==> config.mk <==
export PLATFORM = sky130hd
export DESIGN_NAME = ball_motion_ctrl
export DESIGN_NICKNAME = d
export VERILOG_FILES = /design/src/rtl/ball_motion_ctrl.sv
export SDC_FILE = /design/constraint.sdc
export NUM_CORES = 1
export LEC_CHECK = 0
export ABC_CLOCK_PERIOD_IN_PS = 4550
export CAP_MARGIN = 20
export CORE_UTILIZATION = 40
export CTS_CLUSTER_SIZE = 25
export DETAILED_ROUTE_END_ITERATION = 7
export GPL_ROUTABILITY_DRIVEN = 1
export MAX_ROUTING_LAYER = met4
export PLACE_DENSITY_LB_ADDON = 0.2
export RECOVER_POWER = 25
export SYNTH_ARGS = -nofsm -noshare
export SYNTH_HDL_FRONTEND = slang
export SYNTH_SLANG_ARGS = --single-unit
==> constraint.sdc <==
create_clock -name clk -period 4.55 [get_ports clk]
set_input_delay 0.91 -clock clk [delete_from_list [all_inputs] [get_ports clk]]
set_output_delay 0.91 -clock clk [all_outputs]
set_load 0.05 [all_outputs]
==> src/rtl/ball_motion_ctrl.sv <==
// Frame-rate ball position/velocity engine: advances once per vsync rising edge,
// clamps and reflects at the playfield borders, and handles serve countdown and pause.
module ball_motion_ctrl #(
    parameter int BALL_SIZE   = 4,
    parameter int H_LIMIT     = 256,
    parameter int V_LIMIT     = 240,
    parameter int INIT_H      = 128,
    parameter int INIT_V      = 128,
    parameter int SPEED       = 2,
    parameter int SERVE_DELAY = 60
) (
    input  logic       clk,
    input  logic       reset,
    input  logic       vsync,
    input  logic       serve,
    input  logic       pause,
    output logic [8:0] ball_hpos,
    output logic [8:0] ball_vpos,
    output logic [8:0] ball_hmove,
    output logic [8:0] ball_vmove,
    output logic       hbounce,
    output logic       vbounce,
    output logic       moving
);

    typedef enum logic [1:0] {
        ST_SERVE,
        ST_MOVE,
        ST_PAUSED
    } state_t;

    localparam logic signed [9:0] H_MAX   = 10'(H_LIMIT - BALL_SIZE);
    localparam logic signed [9:0] V_MAX   = 10'(V_LIMIT - BALL_SIZE);
    localparam logic [8:0]        SPD     = 9'(SPEED);
    localparam logic [8:0]        NEG_SPD = ~SPD + 9'd1;
    localparam logic [8:0]        POS_H0  = 9'(INIT_H);
    localparam logic [8:0]        POS_V0  = 9'(INIT_V);
    localparam logic [7:0]        DELAY   = 8'(SERVE_DELAY);

    state_t     state_q;
    logic       vsync_q;
    logic [7:0] count_q;
    logic [8:0] hpos_q, vpos_q, hmove_q, vmove_q;
    logic       hbounce_q, vbounce_q, moving_q;

    logic        tick;
    logic [18:0] h_step_d, v_step_d;

    // One axis step: returns {bounce, new_move, new_pos}. The 10-bit sum keeps
    // overshoot past either border visible so the clamp never sees a wrapped value.
    function automatic logic [18:0] axis_step(input logic [8:0] pos,
                                              input logic [8:0] move,
                                              input logic signed [9:0] lim);
        logic signed [9:0] sum;
        logic [8:0]        neg;
        sum = $signed({pos[8], pos}) + $signed({move[8], move});
        neg = ~move + 9'd1;
        if (move[8] && (sum <= 10'sd0)) begin
            axis_step = {1'b1, neg, 9'd0};
        end else if (!move[8] && (move != 9'd0) && (sum >= lim)) begin
            axis_step = {1'b1, neg, lim[8:0]};
        end else begin
            axis_step = {1'b0, move, sum[8:0]};
        end
    endfunction

    assign tick     = vsync & ~vsync_q;
    assign h_step_d = axis_step(hpos_q, hmove_q, H_MAX);
    assign v_step_d = axis_step(vpos_q, vmove_q, V_MAX);

    always_ff @(posedge clk) begin
        if (reset) begin
            state_q   <= ST_SERVE;
            vsync_q   <= 1'b1;
            count_q   <= DELAY;
            hpos_q    <= POS_H0;
            vpos_q    <= POS_V0;
            hmove_q   <= NEG_SPD;
            vmove_q   <= SPD;
            hbounce_q <= 1'b0;
            vbounce_q <= 1'b0;
            moving_q  <= 1'b0;
        end else begin
            vsync_q   <= vsync;
            hbounce_q <= 1'b0;
            vbounce_q <= 1'b0;
            if (serve) begin
                // Velocity signs survive a re-serve; only position and countdown restart.
                state_q  <= ST_SERVE;
                count_q  <= DELAY;
                hpos_q   <= POS_H0;
                vpos_q   <= POS_V0;
                moving_q <= 1'b0;
            end else if (tick) begin
                case (state_q)
                    ST_SERVE: begin
                        count_q <= count_q - 8'd1;
                        if (count_q == 8'd1) begin
                            state_q  <= ST_MOVE;
                            moving_q <= 1'b1;
                        end
                    end
                    ST_MOVE: begin
                        if (pause) begin
                            state_q  <= ST_PAUSED;
                            moving_q <= 1'b0;
                        end else begin
                            hpos_q    <= h_step_d[8:0];
                            hmove_q   <= h_step_d[17:9];
                            hbounce_q <= h_step_d[18];
                            vpos_q    <= v_step_d[8:0];
                            vmove_q   <= v_step_d[17:9];
                            vbounce_q <= v_step_d[18];
                        end
                    end
                    ST_PAUSED: begin
                        if (!pause) begin
                            state_q  <= ST_MOVE;
                            moving_q <= 1'b1;
                        end
                    end
                    default: begin
                        state_q  <= ST_SERVE;
                        moving_q <= 1'b0;
                    end
                endcase
            end
        end
    end

    assign ball_hpos  = hpos_q;
    assign ball_vpos  = vpos_q;
    assign ball_hmove = hmove_q;
    assign ball_vmove = vmove_q;
    assign hbounce    = hbounce_q;
    assign vbounce    = vbounce_q;
    assign moving     = moving_q;

endmodule

---- After elaboration in Yosys (flattened, before gate mapping) ----
Index checks and enable logic that the tools add are counted.
cells by class
  magnitude comparators ................... 4
  div/mod/pow operators ................... 0
  add/subtract/negate cells ............... 5
  shift operators ......................... 0
  equal/unequal tests ..................... 6
  reduce and logical (&&, ||, !) cells .... 20
  $mul .................................... 0
  muxes and demuxes ....................... 12
  bitwise gates (word level) .............. 8
operators by type and width
  kind                                                                                  number
  19-bit two-way mux                                                                    4
  9-bit by 9-bit adder with 10-bit output                                               2
  10-bit by 9-bit greater-or-equal comparator with 1-bit output, second input constant  2
  10-bit by 1-bit <= comparator with 1-bit output, second input constant                2
  9-bit by 1-bit adder with 9-bit output, second input constant                         2
  9-bit NOT                                                                             2
  9-bit nonzero test                                                                    2
  5-bit AND reduction                                                                   2
  8-bit by 1-bit equality test with 1-bit output, second input constant                 1
  8-bit by 1-bit subtractor with 8-bit output, second input constant                    1
  1-bit logical AND                                                                     6
  2-bit two-way mux                                                                     3
  2-bit inequality test, second input constant                                          3
  2-bit one-hot mux with 3 select lines                                                 1
  1-bit NOT                                                                             5
  5-bit OR reduction                                                                    1
  4-bit AND reduction                                                                   1
  2-bit nonzero test                                                                    2
  1-bit two-way mux                                                                     3
  1-bit one-hot mux with 3 select lines                                                 1
  3-bit AND reduction                                                                   1
  2-bit by 1-bit equality test with 1-bit output, second input constant                 1
  2-bit equality test, second input constant                                            1
  1-bit zero test                                                                       2
  other kinds (4)                                                                       4
word-level totals
  register bits ........................... 50
  output and inout bits ................... 39
  memory bits (read-only) ................. 0
  memory bits (writable) .................. 0
  memories kept ........................... 0
  bits in latches ......................... 0

---- Logic depth before layout (Yosys ltp) ----
Gate-level depths: netlist of run 1.
  depth after elaboration ................. 5
  mapped depth ............................ 9

---- Least setup slack after synthesis of run 1 ----
Ideal clock, no wire load.
  path type ............................... register to register
  start point ............................. register vpos_q[1] (netlist: ball_vpos[1])
  end point ............................... register vmove_q[2] (netlist: ball_vmove[2])
  clock period less this slack ............ 2.793 ns
  slack ................................... 1.757 ns
  arrival time ............................ 2.672 ns
  cell stages (with the launch flop) ...... 9
  buffers on the path ..................... 0
  required time ........................... 4.429 ns
  path through ............................ dfxtp_1 fa_1 a211o_4 a211o_1 o221ai_1 and2_1 a31oi_4 a21boi_4 mux2_4
between the ends
  word-level cells in the longest chain between the ends .. 5
  elaborated cells between the ends (all ways) .. 8
ends and longest elaborated chain
  item                                                                                                                              line    RTL
  start: declaration                                                                                                                43      logic [8:0] hpos_q, vpos_q, hmove_q, vmove_q;
  start signal: assignment                                                                                                          111     vpos_q <= v_step_d[8:0];
  9-bit by 9-bit adder with 10-bit output *                                                                                         56      sum = $signed({pos[8], pos}) + $signed({move[8], move});
  10-bit by 1-bit <= comparator with 1-bit output or 10-bit by 9-bit greater-or-equal comparator with 1-bit output (tied branches)  58, 60
  1-bit logical AND, on equally long branches                                                                                       58, 60
  2-bit nonzero test (no source line)                                                                                               --
  5-bit AND reduction (no source line)                                                                                              --
  end signal: assignment                                                                                                            112     vmove_q <= v_step_d[17:9];
  end: declaration                                                                                                                  43
Mark *: on every way between the ends. The rest lies on a longest branch, timed or not.
A chain may end at the register's enable or synchronous reset.

---- Final worst setup path of run 1 ----
  start point ............................. input port reset
  end point ............................... register hpos_q[2] (netlist: ball_hpos[2])
between the ends
  word-level cells in the longest chain between the ends .. 1
ends and longest elaborated chain
  item                                 line  RTL
  start: declaration                   13    input logic reset,
  2-bit OR reduction (no source line)  --
  end signal: assignment               108   hpos_q <= h_step_d[8:0];
  end: declaration                     43
No other way between the ends.

==> results by group, run 1 <==
Synth
  • Top post-synthesis cells by area: dfxtp_1, ha_1, nor2_1
  • Seq cells post-synth: 44
  • Synth Warn #: 0
  • Sequential-to-total area share from yosys stat: 0.300
  • Synthesized area: 2940 µm²
  • Synth Instances: 335
  • Post-synth EDFFs: 0
  • Main synth FF type: dfxtp_1
  • Post-synth top area share: 0.300
  • Distinct cell type count after synthesis: 72
  • Ys async rst share: 0
  • Avg Inst Size Synth: 8.76 µm²
  • Area leader, netlist: dfxtp_1

STA
  • Final slew viol count: 0
  • Unrepaired setup endpoints after global routing: no
  • Final period util: 0.776
  • Setup Viol. Count Final: 0
  • Slack of the critical path: 1.02 ns
  • Final hold violations: 0
  • Final Skew: 0.00609 ns
  • Setup TNS: 0 ns
  • Fmax: 283 MHz
  • Worst slew margin: 0.240
  • Worst slew pin tran: 1.14 ns
  • Post-layout min period: 3.53 ns

Worst hold path
  • Min-delay worst type: reg -> reg
  • Hold_sp: moving$_SDFFE_PP0P_

Floorplanning
  • DIE AREA: 7690 µm²
  • # IOs: 44
  • Core area: 6940 µm²
  • Overall die height: 87.7 µm
  • Die Width: 87.7 µm
  • Row cnt: 30
  • Initial Util: 0.423

Pwr
  • Clock power share: 0.385
  • Seq pwr share: 0.563
  • PD cells: 199 nW/µm²
  • Sw Ratio: 0.244
  • Logic gate share of total power: 0.051
  • P_int: 519 µW
  • Worst VDD drop: 111 µV
  • Pleak: 0.00133 µW
  • Psw: 167 µW

Global route
  • Total Routing Usage GR: 0.186
  • Pin count of the biggest net entering global routing: 30
  • Global-route wire length before repair: 10,800 µm
  • Grt total ovfl: 0
  • Vias in the first global route: 2,186
  • Initial antenna violation count: 0

Placed design
  • GPL Wtd Cong: 0.836
  • Input/output buffers: 37
  • Post-DP HPWL: 4900 µm
  • Dpl cells: 458
  • DP Worst Slack: 1.28 ns

Drt
  • Final wirelength: 6610 µm
  • Via count: 2,511
  • Drt pass-1 iters: 4
  • DRC viols: 0
  • Vias/cell: 5.39
  • Mean routed wirelength per cell: 14.2 µm
  • ANT nets after route: 0
  • Number of DRC markers in iteration 0: 110

Cells and area
  • Multi-input logic area: 1930 µm²
  • Final core occ: 0.496
  • Area Overhead vs Synth: 17.4%
  • Share of cells above drive strength 1: 0.100
  • Total area of sequential cells: 881 µm²
  • Diodes inserted: 0
  • Fill cells: 672
  • Final Non-Filler Cells: 466
  • Layout Nets: 392

Worst setup path
  • Worst R2R Setup Slack: 1.77 ns
  • Reg-to-Reg Start: ball_vpos[1]$_SDFFE_PP0P_
  • CP required: 4.74 ns
  • Critical path fanouts, max: 29
  • Max incr delay on CP: 0.89 ns
  • Crit path cell chain: dlygate4sd3_1 -> clkbuf_1 -> or2_0 -> nor2_1 -> o21a_1 -> a32o_1
  • Worst setup SP type: primary input
  • Critical path capture point type: flop
  • Slowest CP cell: or2_0
  • CP startpoint: reset
  • Worst Path Arrival: 3.72 ns
  • CP Class: in -> reg

CTS
  • Clock Pin Slew Worst Setup and Hold Paths: 0.08 ns
  • Clock Latency Late Sink: 0.30 ns
  • H-tree levels: 2
  • CTS tree: done
  • Root Buffer: clkbuf_8
  • Post-CTS setup repair buffer count: 0
  • CTS max path bufs: 2
  • Hold buffer count at CTS: 0
  • CTS sink cnt: 44
  • CTS buffer count: 5
  • Post_cts resized: 0

Run
  • Max_cap viols: 0

Outcome
  • Status: completed
-- flip-flops by register name, summed over array words and instances, names as in the netlist --
signal      cells
ball_hpos       8
ball_hmove      7
vbounce         1
state_q         2
vsync_q         1
moving          1
ball_vpos       8
ball_vmove      7
count_q         8
hbounce         1
-- cells in the final DEF, fill, tap and decap left out, types with 4 or more instances in the layout --
cell | Yosys | final
mux2_4 | 6 | 6
and2b_1 | 5 | 5
ha_1 | 16 | 16
nor4b_1 | 4 | 4
nor3_1 | 7 | 7
nor2_1 | 46 | 46
clkdlybuf4s50_1 | 0 | 25
o21ai_0 | 15 | 15
a21oi_1 | 22 | 22
inv_1 | 7 | 7
o21a_1 | 4 | 4
dlygate4sd3_1 | 0 | 12
dfxtp_1 | 44 | 44
nand3_1 | 6 | 6
nand2_1 | 17 | 17
a211oi_1 | 7 | 7
conb_1 | 2 | 6
xnor2_1 | 6 | 6
nor2b_1 | 10 | 10
or2_2 | 5 | 4
a21o_1 | 4 | 4
xor2_1 | 4 | 4
nand3b_1 | 5 | 5
mux2i_1 | 7 | 7
clkbuf_8 | 0 | 6
-- final timing paths --
check                                                  end  cells past startpoint
worst max-delay path             ball_hpos[2]$_SDFFE_PP0P_                      6
worst max register to register  ball_vmove[3]$_SDFFE_PP0P_                      8
worst min register to register         moving$_SDFFE_PP0P_                      2
worst min-delay path                   moving$_SDFFE_PP0P_                      2
-- cell type report --
class                      instances  share of cell area
multi-input combinational        270               0.560
sequential                        44               0.256
timing repair buffer              40               0.113
tap                               96              0.0349
clock buffer                       6              0.0240
inverter                           8             0.00871
clock inverter                     2             0.00399
-- layer usage --
layer	track usage	share of wire	vias to the layer above
li1	-	-	1269
met1	0.248	0.50	1188
met2	0.289	0.45	48
met3	0.0349	0.035	6
met4	0.0507	0.012	0
met5	-	0	-
-- cells by family (layout without fill, tap and decap cells) --
kind of cell,after synthesis,in the layout,share of synthesized area
fa+ha+maj,18,18,0.0818
xor+xnor,12,12,0.0409
flops,44,44,0.300
other cells,2,6,0.00256
mux,14,14,0.0584
simple gates,134,134,0.253
compound gates,86,86,0.215
buf+inv,25,56,0.0477
-- power groups by stage --
stage	combinational (µW)	sequential, µW	clock [µW]
after floorplan	32.3	396	0
after global placement	35.3	396	0
after detailed placement	35.8	396	0
after CTS	35.9	387	274
after global routing	38.5	387	288
final	35.2	387	265
-- critical path: cells and delay by family --
family,cells,cell delay [ns]
buffers and inverters,2,1.36
AND/OR/NAND/NOR,2,1.08
AO/OA/AOI/OAI,2,0.37
-- through the flow --
| step | total power, µW | hold slack (ns) | instance area [µm²] |
|---|---|---|---|
| 5_1_grt | 714 | 0.531 | 3450 |
| 6_report | 687 | 0.497 | 3450 |
| 2_1_floorplan | 428 | 0.480 | 2950 |
| 3_3_place_gp | 431 | 0.478 | 3350 |
| 4_1_cts | 696 | 0.512 | 3450 |
| 3_5_place_dp | 432 | 0.488 | 3350 |
-- cells in the mapped netlist (all sizes together), types with 5 or more instances --
library cell	n
or2	8
xor2	5
ha	16
clkbuf	5
mux2i	7
o21a	5
o21ai	19
a211oi	9
nand3	6
inv	8
xnor2	7
dfxtp	44
a21oi	23
nor2	47
nand2	17
nor2b	10
nor3	7
nand3b	5
and2b	6
mux2	7
nor4b	5
buf	12
No activity file was read; power rests on OpenSTA's default activity.
==> run 2: changes to the inputs <==
--- a/config.mk
+++ b/config.mk
@@ -5,7 +5,7 @@
 export SDC_FILE = /design/constraint.sdc
 export NUM_CORES = 1
 export LEC_CHECK = 0
-export ABC_CLOCK_PERIOD_IN_PS = 4550
+export ABC_CLOCK_PERIOD_IN_PS = 3000
 export CAP_MARGIN = 20
 export CORE_UTILIZATION = 40
 export CTS_CLUSTER_SIZE = 25
==> constraint.sdc (replaced) <==
create_clock -name clk -period 3 [get_ports clk]
set_input_delay 0.6 -clock clk [delete_from_list [all_inputs] [get_ports clk]]
set_output_delay 0.6 -clock clk [all_outputs]
set_load 0.05 [all_outputs]
==> run 2 against run 1 <==
Effect of this change: combinational power grew 59%; clock skew grew 0.0025 ns; count of clock-buffer cells in the layout shrank 1; sequential power grew 52%; clock power grew 80%; sequential share of layout area shrank 0.44 points; largest cell class unchanged.
==> results by group, run 2 (synthesis gave the netlist of run 1 again) <==
Outcome
  • Status: completed (unchanged)

Worst setup path
  • Critical path fanouts, max: 9 (was 29)
  • CP required: 3.20 ns (was 4.74 ns)
  • Critical path capture point type: flop (unchanged)
  • Worst R2R Setup Slack: 0.24 ns (was 1.77 ns)
  • Reg2reg path depth: 8 (unchanged)
  • Reg-to-Reg Start: ball_vpos[1]$_SDFFE_PP0P_ (unchanged)
  • CP startpoint: ball_vpos[1]$_SDFFE_PP0P_ (was reset)
  • CP Class: reg -> reg (was in -> reg)
  • Worst R2R End: ball_vmove[4]$_SDFFE_PP0P_ (was ball_vmove[3]$_SDFFE_PP0P_)
  • Worst setup SP type: flop (was primary input)
  • Worst Path Arrival: 2.96 ns (was 3.72 ns)

Global route
  • Met3 Usage GRT: 0.0349 (unchanged)
  • Global-route wire length before repair: 11,000 µm (was 10,800 µm)
  • Met1 usage: 0.246 (was 0.248)
  • Met2 Use GR: 0.308 (was 0.289)
  • Pin count of the biggest net entering global routing: 25 (was 30)
  • Grt total ovfl: 0 (unchanged)
  • Busiest grt layer: met2 (unchanged)
  • Vias in the first global route: 2,272 (was 2,186)
  • Total Routing Usage GR: 0.191 (was 0.186)
  • Initial antenna violation count: 0 (unchanged)

Run
  • Max_cap viols: 0 (unchanged)

Drt
  • Mean routed wirelength per cell: 14.3 µm (was 14.2 µm)
  • Final wirelength: 6750 µm (was 6610 µm)
  • Via count: 2,519 (was 2,511)
  • DRC viols: 0 (unchanged)
  • ANT nets after route: 0 (unchanged)
  • Vias/cell: 5.34 (was 5.39)
  • Number of DRC markers in iteration 0: 172 (was 110)
  • Drt pass-1 iters: 4 (unchanged)

Placed design
  • GPL Wtd Cong: 0.785 (was 0.836)
  • Post-DP HPWL: 5190 µm (was 4900 µm)
  • DP Worst Slack: 0.207 ns (was 1.28 ns)
  • Input/output buffers: 37 (unchanged)

STA
  • Final period util: 0.920
  • Fmax: 362 MHz
  • Post-layout min period: 2.76 ns
  • Final Skew: 0.00857 ns (was 0.00609 ns)
  • Worst slew margin: 0.325 (was 0.240)
  • Unrepaired setup endpoints after global routing: no (unchanged)
  • Final slew viol count: 0 (unchanged)
  • Worst slew pin tran: 1.01 ns (was 1.14 ns)
  • Setup Viol. Count Final: 0 (unchanged)
  • Final hold violations: 0 (unchanged)
  • Setup TNS: 0 ns (unchanged)
  • Slack of the critical path: 0.239 ns (was 1.02 ns)

CTS
  • Post-CTS setup repair buffer count: 0 (unchanged)
  • CTS max path bufs: 2 (unchanged)
  • CTS tree: done (unchanged)
  • CTS sink cnt: 44 (unchanged)
  • Clock Pin Slew Worst Setup and Hold Paths: 0.09 ns (was 0.08 ns)
  • H-tree levels: 2 (unchanged)
  • Post_cts resized: 0 (unchanged)
  • Root Buffer: clkbuf_8 (unchanged)
  • Hold buffer count at CTS: 0 (unchanged)
  • CTS buffer count: 5 (unchanged)
  • Clock Latency Late Sink: 0.31 ns (was 0.30 ns)

Floorplanning
  • Initial Util: 0.423 (unchanged)
  • Row cnt: 30 (unchanged)
  • Overall die height: 87.7 µm (unchanged)
  • DIE AREA: 7690 µm² (unchanged)
  • # IOs: 44 (unchanged)
  • Core area: 6940 µm² (unchanged)
  • Die Width: 87.7 µm (unchanged)

Pwr
  • Pleak: 0.00136 µW (was 0.00133 µW)
  • Total power: 1120 µW (was 687 µW)
  • Worst VDD drop: 160 µV (was 111 µV)
  • PD cells: 319 nW/µm² (was 199 nW/µm²)

Cells and area
  • Layout Nets: 398 (was 392)
  • Most common cell after layout, fill and taps aside: nor2_1 (unchanged)
  • Diodes inserted: 0 (unchanged)
  • Share of cells above drive strength 1: 0.112 (was 0.100)
  • Multi-input logic area: 1930 µm² (unchanged)
  • Most frequent cells in the layout: nor2_1, dfxtp_1, clkdlybuf4s50_1 (unchanged)
  • Total area of sequential cells: 881 µm² (unchanged)
  • Fill cells: 672 (unchanged)
  • Area Overhead vs Synth: 19.4% (was 17.4%)

Worst hold path
  • Min-delay worst type: reg -> reg (unchanged)
  • Hold path cells: 2 (unchanged)
  • Hold_sp: ball_vpos[4]$_SDFFE_PP0P_ (was moving$_SDFFE_PP0P_)
  • WHS Endpoint: ball_vpos[4]$_SDFFE_PP0P_ (was moving$_SDFFE_PP0P_)
-- run 2: report_power, final --
group | internal (µW) | total [µW] | switching (µW)
registers | 585 | 587 | 1.53
logic | 15.6 | 56.0 | 40.4
clock network | 251 | 477 | 226
-- run 2: per-stage QoR --
step                       util  std cells  area [µm²]  hold WS (ns)
final                     0.505        472        3510         0.490
after global routing      0.505        472        3510         0.539
after CTS                 0.506        472        3510         0.506
after detailed placement  0.489        464        3400         0.488
after global placement    0.489        464        3400         0.477
after floorplan               -        339        2950         0.480
-- run 2: layer usage --
layer  up-vias  routed length (µm)
met1      1180                3290
met4         0                  53
met5         -                   0
li1       1285                   -
met3         4                 265
met2        50                3150
-- run 2: worst max-delay path, stage by stage (launching register included) --
cell	delay, ns
dfxtp_1	0.40
fa_1	0.49
a211o_4	0.38
a211o_1	0.27
o221ai_1	0.11
and2_1	0.25
a31oi_4	0.09
a21boi_4	0.35
mux2_4	0.33
-- run 2: worst max-delay path by stage --
stage	endpoint	cells after the start
6_report	ball_vmove[4]$_SDFFE_PP0P_	8
5_1_grt	ball_hmove[7]$_SDFFE_PP1P_	8
4_1_cts	ball_vmove[4]$_SDFFE_PP0P_	8
3_5_place_dp	ball_hmove[3]$_SDFFE_PP1P_	8
3_3_place_gp	ball_hmove[6]$_SDFFE_PP1P_	7
2_1_floorplan	ball_vmove[2]$_SDFFE_PP0P_	8
-- run 2: area by class of cell --
type                            instances  share of cell area
Sequential cell                        44               0.251
Clock inverter                          3              0.0132
Multi-Input combinational cell        270               0.550
Inverter                                8             0.00857
Timing Repair Buffer                   46               0.123
Tap cell                               96              0.0343
Clock buffer                            5              0.0196
